`config.mk`:
```
export PLATFORM = sky130hd
export DESIGN_NAME = branch_resolver
export DESIGN_NICKNAME = d
export VERILOG_FILES = /design/src/rtl/branch_resolver.sv
export SDC_FILE = /design/constraint.sdc
export NUM_CORES = 1
export LEC_CHECK = 0
export ABC_AREA = 1
export CAP_MARGIN = 20
export CORE_MARGIN = 4
export CORE_UTILIZATION = 29
export DETAILED_ROUTE_END_ITERATION = 8
export HOLD_SLACK_MARGIN = 0.1
export PLACE_DENSITY_LB_ADDON = 0.05
export SETUP_SLACK_MARGIN = 0.5
export SLEW_MARGIN = 20
export SYNTH_ARGS = -nofsm -noshare
export SYNTH_HDL_FRONTEND = slang
export SYNTH_SLANG_ARGS = --single-unit
```
`constraint.sdc`:
```
create_clock -name clk_i -period 1 [get_ports clk_i]
set_clock_uncertainty 0.1 [all_clocks]
set_input_delay 0.1 -clock clk_i [delete_from_list [all_inputs] [get_ports clk_i]]
set_output_delay 0.1 -clock clk_i [all_outputs]
set_load 0.02 [all_outputs]
```
`src/rtl/branch_resolver.sv`:
```
// Carries prediction/index through F->D->E, resolves branches in E, drives one-hot predictor update and GHR.
// Optional saturating branch/mispredict counters under `BRU_PERF_CNT_EN; outputs are tied to 0 otherwise.
module branch_resolver #(
  parameter int IDX_WIDTH = 4,
  parameter int GHR_WIDTH = 8,
  parameter int CNT_WIDTH = 32
) (
  input  logic                          clk_i,
  input  logic                          reset_i,
  input  logic [31:0]                   pc_f_i,
  input  logic                          pc_src_pred_f_i,
  input  logic                          stall_d_i,
  input  logic                          flush_d_i,
  input  logic                          stall_e_i,
  input  logic                          flush_e_i,
  input  logic                          branch_op_e_i,
  input  logic                          pc_src_res_e_i,
  output logic [(2**IDX_WIDTH)-1:0]     update_en_o,
  output logic                          pc_src_res_o,
  output logic                          mispredict_e_o,
  output logic [1:0]                    recover_sel_o,
  output logic [GHR_WIDTH-1:0]          ghr_o,
  output logic [CNT_WIDTH-1:0]          branch_cnt_o,
  output logic [CNT_WIDTH-1:0]          mispredict_cnt_o
);
  localparam int NUM_ENTRIES = 2**IDX_WIDTH;

  logic                 fd_vld_q, fd_vld_d;
  logic [IDX_WIDTH-1:0] fd_idx_q, fd_idx_d;
  logic                 fd_pred_q, fd_pred_d;
  logic                 ex_vld_q, ex_vld_d;
  logic [IDX_WIDTH-1:0] ex_idx_q, ex_idx_d;
  logic                 ex_pred_q, ex_pred_d;
  logic [GHR_WIDTH-1:0] ghr_q, ghr_d;
  logic                 resolve, retire;
  logic                 unused_pc;

  assign unused_pc = ^{pc_f_i[31:IDX_WIDTH+2], pc_f_i[1:0]};

  always_comb begin
    fd_vld_d  = fd_vld_q;
    fd_idx_d  = fd_idx_q;
    fd_pred_d = fd_pred_q;
    if (flush_d_i) begin
      fd_vld_d = 1'b0;
    end else if (!stall_d_i) begin
      fd_vld_d  = 1'b1;
      fd_idx_d  = pc_f_i[IDX_WIDTH+1:2];
      fd_pred_d = pc_src_pred_f_i;
    end
  end

  always_comb begin
    ex_vld_d  = ex_vld_q;
    ex_idx_d  = ex_idx_q;
    ex_pred_d = ex_pred_q;
    if (flush_e_i) begin
      ex_vld_d = 1'b0;
    end else if (!stall_e_i) begin
      ex_vld_d  = fd_vld_q;
      ex_idx_d  = fd_idx_q;
      ex_pred_d = fd_pred_q;
    end
  end

  // A stalled branch only retires on its last E cycle; the reset cycle never retires.
  assign resolve        = ex_vld_q & branch_op_e_i;
  assign retire         = resolve & ~stall_e_i & ~reset_i;
  assign mispredict_e_o = resolve & (ex_pred_q != pc_src_res_e_i);
  assign recover_sel_o  = mispredict_e_o ? (pc_src_res_e_i ? 2'b01 : 2'b10) : 2'b00;
  assign pc_src_res_o   = pc_src_res_e_i;
  assign update_en_o    = retire ? ({{(NUM_ENTRIES-1){1'b0}}, 1'b1} << ex_idx_q)
                                 : {NUM_ENTRIES{1'b0}};

  assign ghr_d = retire ? {ghr_q[GHR_WIDTH-2:0], pc_src_res_e_i} : ghr_q;
  assign ghr_o = ghr_q;

  always_ff @(posedge clk_i) begin
    if (reset_i) begin
      fd_vld_q  <= 1'b0;
      fd_idx_q  <= '0;
      fd_pred_q <= 1'b0;
      ex_vld_q  <= 1'b0;
      ex_idx_q  <= '0;
      ex_pred_q <= 1'b0;
      ghr_q     <= '0;
    end else begin
      fd_vld_q  <= fd_vld_d;
      fd_idx_q  <= fd_idx_d;
      fd_pred_q <= fd_pred_d;
      ex_vld_q  <= ex_vld_d;
      ex_idx_q  <= ex_idx_d;
      ex_pred_q <= ex_pred_d;
      ghr_q     <= ghr_d;
    end
  end

`ifdef BRU_PERF_CNT_EN
  logic [CNT_WIDTH-1:0] br_cnt_q, br_cnt_d;
  logic [CNT_WIDTH-1:0] mp_cnt_q, mp_cnt_d;

  // Both counters saturate at all-ones.
  always_comb begin
    br_cnt_d = br_cnt_q;
    mp_cnt_d = mp_cnt_q;
    if (retire && (br_cnt_q != {CNT_WIDTH{1'b1}})) br_cnt_d = br_cnt_q + CNT_WIDTH'(1);
    if (retire && mispredict_e_o && (mp_cnt_q != {CNT_WIDTH{1'b1}}))
      mp_cnt_d = mp_cnt_q + CNT_WIDTH'(1);
  end

  always_ff @(posedge clk_i) begin
    if (reset_i) begin
      br_cnt_q <= '0;
      mp_cnt_q <= '0;
    end else begin
      br_cnt_q <= br_cnt_d;
      mp_cnt_q <= mp_cnt_d;
    end
  end

  assign branch_cnt_o     = br_cnt_q;
  assign mispredict_cnt_o = mp_cnt_q;
`else
  assign branch_cnt_o     = '0;
  assign mispredict_cnt_o = '0;
`endif
endmodule

```
==> results of run 1 <==
-- placed cells by master, fill, tap and decap left out, drive strengths merged, types with 4 or more instances in the layout --
| master | netlist | final |
|---|---|---|
| dfxtp | 20 | 20 |
| clkdlybuf4s50 | 0 | 6 |
| clkbuf | 0 | 4 |
| nand2 | 40 | 40 |
| conb | 1 | 64 |
| nand3 | 18 | 18 |
| buf | 69 | 52 |
| nor2 | 49 | 51 |
| inv | 26 | 26 |
-- stage by stage --
step,TNS [ns],hold WS [ns]
floorplan,-2.57,0.0724
global placement,-24.63,0.349
finish,-9.10,0.0944
global route,-11.49,0.0867
detailed placement,-24.80,0.354
CTS,-9.31,0.0889
-- registers in the layout (all words and copies together) (netlist names) --
signal     flops
ex_vld_q       1
ex_idx_q       4
ghr_o          8
fd_vld_q       1
ex_pred_q      1
fd_pred_q      1
fd_idx_q       4
-- layer usage --
metal	wire length, µm	part of all wire	up-vias	GRT usage
li1	-	-	682	-
met5	0	0	-	0
met1	1120	0.33	548	0.104
met3	277	0.082	0	0.0333
met4	0	0	0	0.0220
met2	1990	0.59	49	0.189
-- worst paths after layout --
kind,start,endpoint,cells past startpoint
max reg2reg,ex_vld_q,ghr_o[4],9
min reg2reg,fd_vld_q,ex_vld_q,2
min,flush_d_i,fd_vld_q,2
max,ex_vld_q,update_en_o[15],5
-- kinds of logic after synthesis --
family / Yosys count / share of synthesized area
AOI/OAI and AO/OA: 2 / 0.00642
xor gates and xnor gates: 1 / 0.00563
buffers and inverters: 95 / 0.400
DFF: 20 / 0.257
other: 1 / 0.00241
and+or+nand+nor: 110 / 0.328
-- cell type report --
cell class,count,area share
flip-flops and latches,20,0.202
repair buffers,62,0.267
clock buffers,4,0.0297
multi-input cells,179,0.414
inverters,26,0.0482
well taps,70,0.0392
-- report_power, final --
part / internal (W) / total [W] / switching, W
Sequential: 0.000804 / 0.000835 / 0.0000309
Combinational: 0.000125 / 0.000483 / 0.000358
Clock: 0.000433 / 0.000706 / 0.000272
-- what timing repair did --
action	4_1_cts	5_1_grt
setup buffers	5	2
endpoints found under the setup margin	48	48
pin swaps	10	8
endpoints found under the hold margin	1	1
resized for setup	216	23
gates cloned	4	0
==> results_dict.tcl, run 1 <==
set metrics [dict create \
    status "finished with violations" \
    violations "setup timing" \
    clockRootBuffer "clkbuf_8" \
    grt_remaining_overflow 0 \
    final_cells 361 \
    dp.cells 346 \
    nets 333 \
    wire_per_inst_um 9.36 \
    period_share 1.41 \
    cp_data_arrival_time_ns 1.21 \
    die_y_um 81.3 \
    r2r_setup_slack_ns -0.26 \
    fin_area_um2 2230 \
    cap_viol_max_count 0 \
    period_needed_ns 1.41 \
    postSynthAreaPerCell_um2 6.80 \
    grt_first_pass_wirelength_mm 5.13 \
    place.gp.congestion 0.730 \
    coreArea_um2 5140 \
    synth_edf_count 0 \
    dieArea_um2 6600 \
    final_hold_viol_count 0 \
    synth.most_common_cell "buf_4" \
    irDropWorstVdd_uv 624 \
    regArea_um2 452 \
    maxSlewViolCount 0 \
    antenna_cells 0 \
    start_util 0.303 \
    drt-total-wl_mm 3.38 \
    cts.sinks 20 \
    path_cells "nand2_2 -> inv_4 -> nand3_4 -> nor2_4 -> buf_6" \
    worstPathMaxFanout 8 \
    ys_ff_latch 20 \
    yosysWarnings 0 \
    hold_class "in2reg" \
    synth_cell_type_count 19 \
    dr.pass1.iters 4 \
    rsz0062_at_grt "true" \
    ys_seq_area_frac 0.257 \
    leakage_nw 1.05 \
    fp-row-count 26 \
    power_per_cell_area_nw_per_um2 906 \
    postRouteAntennaNets 0 \
    synthesis.area_um2 1560 \
    viasPerCell 3.54 \
    cts_tree "yes" \
    grt_pass1_vias 1056 \
    synth_top_area_frac 0.328 \
    antenna_found_initial 0 \
    multi_input_area_um2 926 \
    setup_viol 27 \
    fin_total_pwr_w 0.00202 \
    vias 1279 \
    crit_path_start_kind "flop" \
    worst_slack_ns -0.407 \
    max_freq_ghz 0.711 \
    synthTopCellsByCount "buf_4, nor2_1, nand2_1, inv_1, dfxtp_1" \
    drc_errors 0 \
    worstSetupPathType "reg2out" \
    area_delta_synth_final_pct 43.6 \
    ys.flop_type "dfxtp_1" \
    slowest_delay_ns 0.34 \
    place_ws_ns -0.902 \
    cts_inserted_buffers 3 \
    die_x_um 81.3 \
    netlist_instances 229 \
    boundaryPins 133 \
    grt_use_total 0.0992 \
    synth_area_leader_cell "buf_4" \
    clk_pin_slew_ns 0.08 \
    cp.required_ns 0.80 \
    critPathBufInv 2 \
    dpl_cell_area_um2 1930 \
    fin_util 0.435 \
    htreeDepth 1 \
    clockBufferDepth 2 \
    path_delay_family "simple AND/OR/NAND/NOR gates" \
    async_flop_share 0 \
    io_buffers 40 \
    drtIter0Drc 34 \
    clk_latency_ns 0.26 \
    drive_gt1_frac 0.443 \
    grt_max_degree 13 \
    synth_area_leaders "buf_4, dfxtp_1, nor2_1" \
    fill_cells 561 \
    dpl.hpwl_mm 2.54 \
    end_kind "output pin" \
    critPathSlowestCell "dfxtp_2" \
]
Power figures use the tool's default switching activity.
==> run 2: changes to the inputs <==
PLACE_DENSITY = 0.89   (was default)
PLACE_DENSITY_LB_ADDON = default   (was 0.05)
SLEW_MARGIN = 0   (was 20)
==> results_dict.tcl, run 2 (synthesized netlist as in run 1, its figures left out) <==
set metrics [dict create \
    leakage_nw 1.03 \
    place.gp.congestion 0.736 \
    hp-start "flush_d_i" \
    p_seq_frac 0.448 \
    cp_data_arrival_time_ns 1.24 \
    grt_remaining_overflow 0 \
    fin_util 0.432 \
    path_delay_family "simple AND/OR/NAND/NOR gates" \
    dpl.hpwl_mm 2.63 \
    crit_path_start_kind "flop" \
    cts_inserted_buffers 3 \
    violations "setup timing" \
    grt_use_total 0.102 \
    grt_max_degree 12 \
    clockRootBuffer "clkbuf_8" \
    maxSlewViolCount 0 \
    period_share 1.44 \
    slowest_delay_ns 0.35 \
    boundaryPins 133 \
    clockBufferDepth 2 \
    path_cells "nand2_2 -> clkinv_4 -> nand3_4 -> nor2_2 -> buf_6" \
    nets 331 \
    wire_per_inst_um 10.2 \
    cts_tree "yes" \
    worst_slack_ns -0.439 \
    period_needed_ns 1.44 \
    power_per_cell_area_nw_per_um2 843 \
    irDropWorstVdd_uv 432 \
    worstSetupStartpoint "ex_vld_q" \
    setup_viol 27 \
    dpl_cell_area_um2 1930 \
    fin_area_um2 2220 \
    max_freq_ghz 0.695 \
    min_path_cells 2 \
    critPathSlowestCell "dfxtp_2" \
    r2r-end "ghr_o[0]" \
    fp-row-count 26 \
    drive_gt1_frac 0.439 \
    vias 1334 \
    antenna_found_initial 0 \
    antenna_cells 0 \
    io_buffers 40 \
    drtIter0Drc 53 \
    clk_pin_slew_ns 0.08 \
    dp.cells 346 \
    worstSetupPathType "reg2out" \
    grt_first_pass_wirelength_mm 5.38 \
    r2r_setup_slack_ns -0.14 \
    area_delta_synth_final_pct 42.7 \
    final_common_cell "conb_1" \
    start_util 0.303 \
    drt-total-wl_mm 3.66 \
    internal_power_w 0.00121 \
    worstPathMaxFanout 8 \
    pwr-share-clk 0.294 \
    htreeDepth 1 \
    holdWs_ns 0.0118 \
    rsz0062_at_grt "true" \
    coreArea_um2 5140 \
    drc_errors 0 \
    status "finished with violations" \
    die_y_um 81.3 \
    viasPerCell 3.72 \
    final_hold_viol_count 0 \
    final_cell_mix "conb_1, nand2_1, buf_6, nor2_1" \
    switching_power_w 0.000665 \
    cp.required_ns 0.80 \
    fin_total_pwr_w 0.00187 \
    r2r-start "ex_vld_q" \
    grt_pass1_vias 1160 \
    reg2reg_depth 7 \
    largest_reg_flops 8 \
    postRouteAntennaNets 0 \
    end_kind "output pin" \
    clk_latency_ns 0.25 \
    dieArea_um2 6600 \
    final_cells 359 \
    switching_share 0.355 \
    die_x_um 81.3 \
    cts.sinks 20 \
    hold_class "in2reg" \
    comb_power_share 0.258 \
    dr.pass1.iters 4 \
    cap_viol_max_count 0 \
    whs_endpoint "fd_vld_q" \
    critPathBufInv 2 \
]
[run 2: repair_timing]
item,CTS,global route
setup buffers,3,3
endpoints found under the hold margin,1,1
pin swaps,26,11
gates cloned,2,1
gates resized for setup,210,39
setup endpoints to repair,48,48
[run 2: worst register-to-register path, cell delays in order, from the launching register on]
cell	delay (ns)
dfxtp_2	0.34
nand2_2	0.09
clkinv_4	0.09
buf_4	0.15
buf_8	0.13
nand2_8	0.08
nand2_2	0.05
nand2_1	0.06
[run 2: how the worst max path moves through the flow]
stage / depth (start not counted) / slack (ns) / end
after floorplan: 5 / -0.15 / update_en_o[0]
after global placement: 5 / -0.89 / update_en_o[15]
after detailed placement: 5 / -0.93 / update_en_o[6]
after CTS: 5 / -0.47 / update_en_o[2]
after global routing: 5 / -0.50 / update_en_o[7]
final: 5 / -0.44 / update_en_o[8]
[run 2: power by group through the flow]
stage	Combinational [W]	Clock, W	Sequential [W]
3_5_place_dp	0.000426	0	0.000848
3_3_place_gp	0.000421	0	0.000846
4_1_cts	0.000452	0.000568	0.000836
2_1_floorplan	0.000542	0	0.000841
5_1_grt	0.000533	0.000595	0.000845
6_report	0.000484	0.000550	0.000839
[run 2: final cells by class]
cell class,instances,area (µm²)
clock buffers,4,45.0
inverters,26,108
fillers,555,2920
well taps,70,87.6
repair buffers,60,586
multi-input cells,179,945
flip-flops and latches,20,450
[run 2: stage by stage]
step,setup slack (ns),TNS (ns)
after CTS,-0.468,-8.72
final,-0.439,-8.86
after global routing,-0.503,-10.45
after floorplan,-0.154,-2.57
after global placement,-0.895,-23.74
after detailed placement,-0.931,-25.04
[run 2: routing by layer]
metal  up-vias  global-route usage  part of all wire  routed length [µm]
met2        62               0.178              0.54                1970
met3         4              0.0155             0.071                 259
met1       591               0.129              0.38                1410
met5         -                   0                 0                   0
met4         0              0.0304            0.0063                  23
li1        677                   -                 -                   -
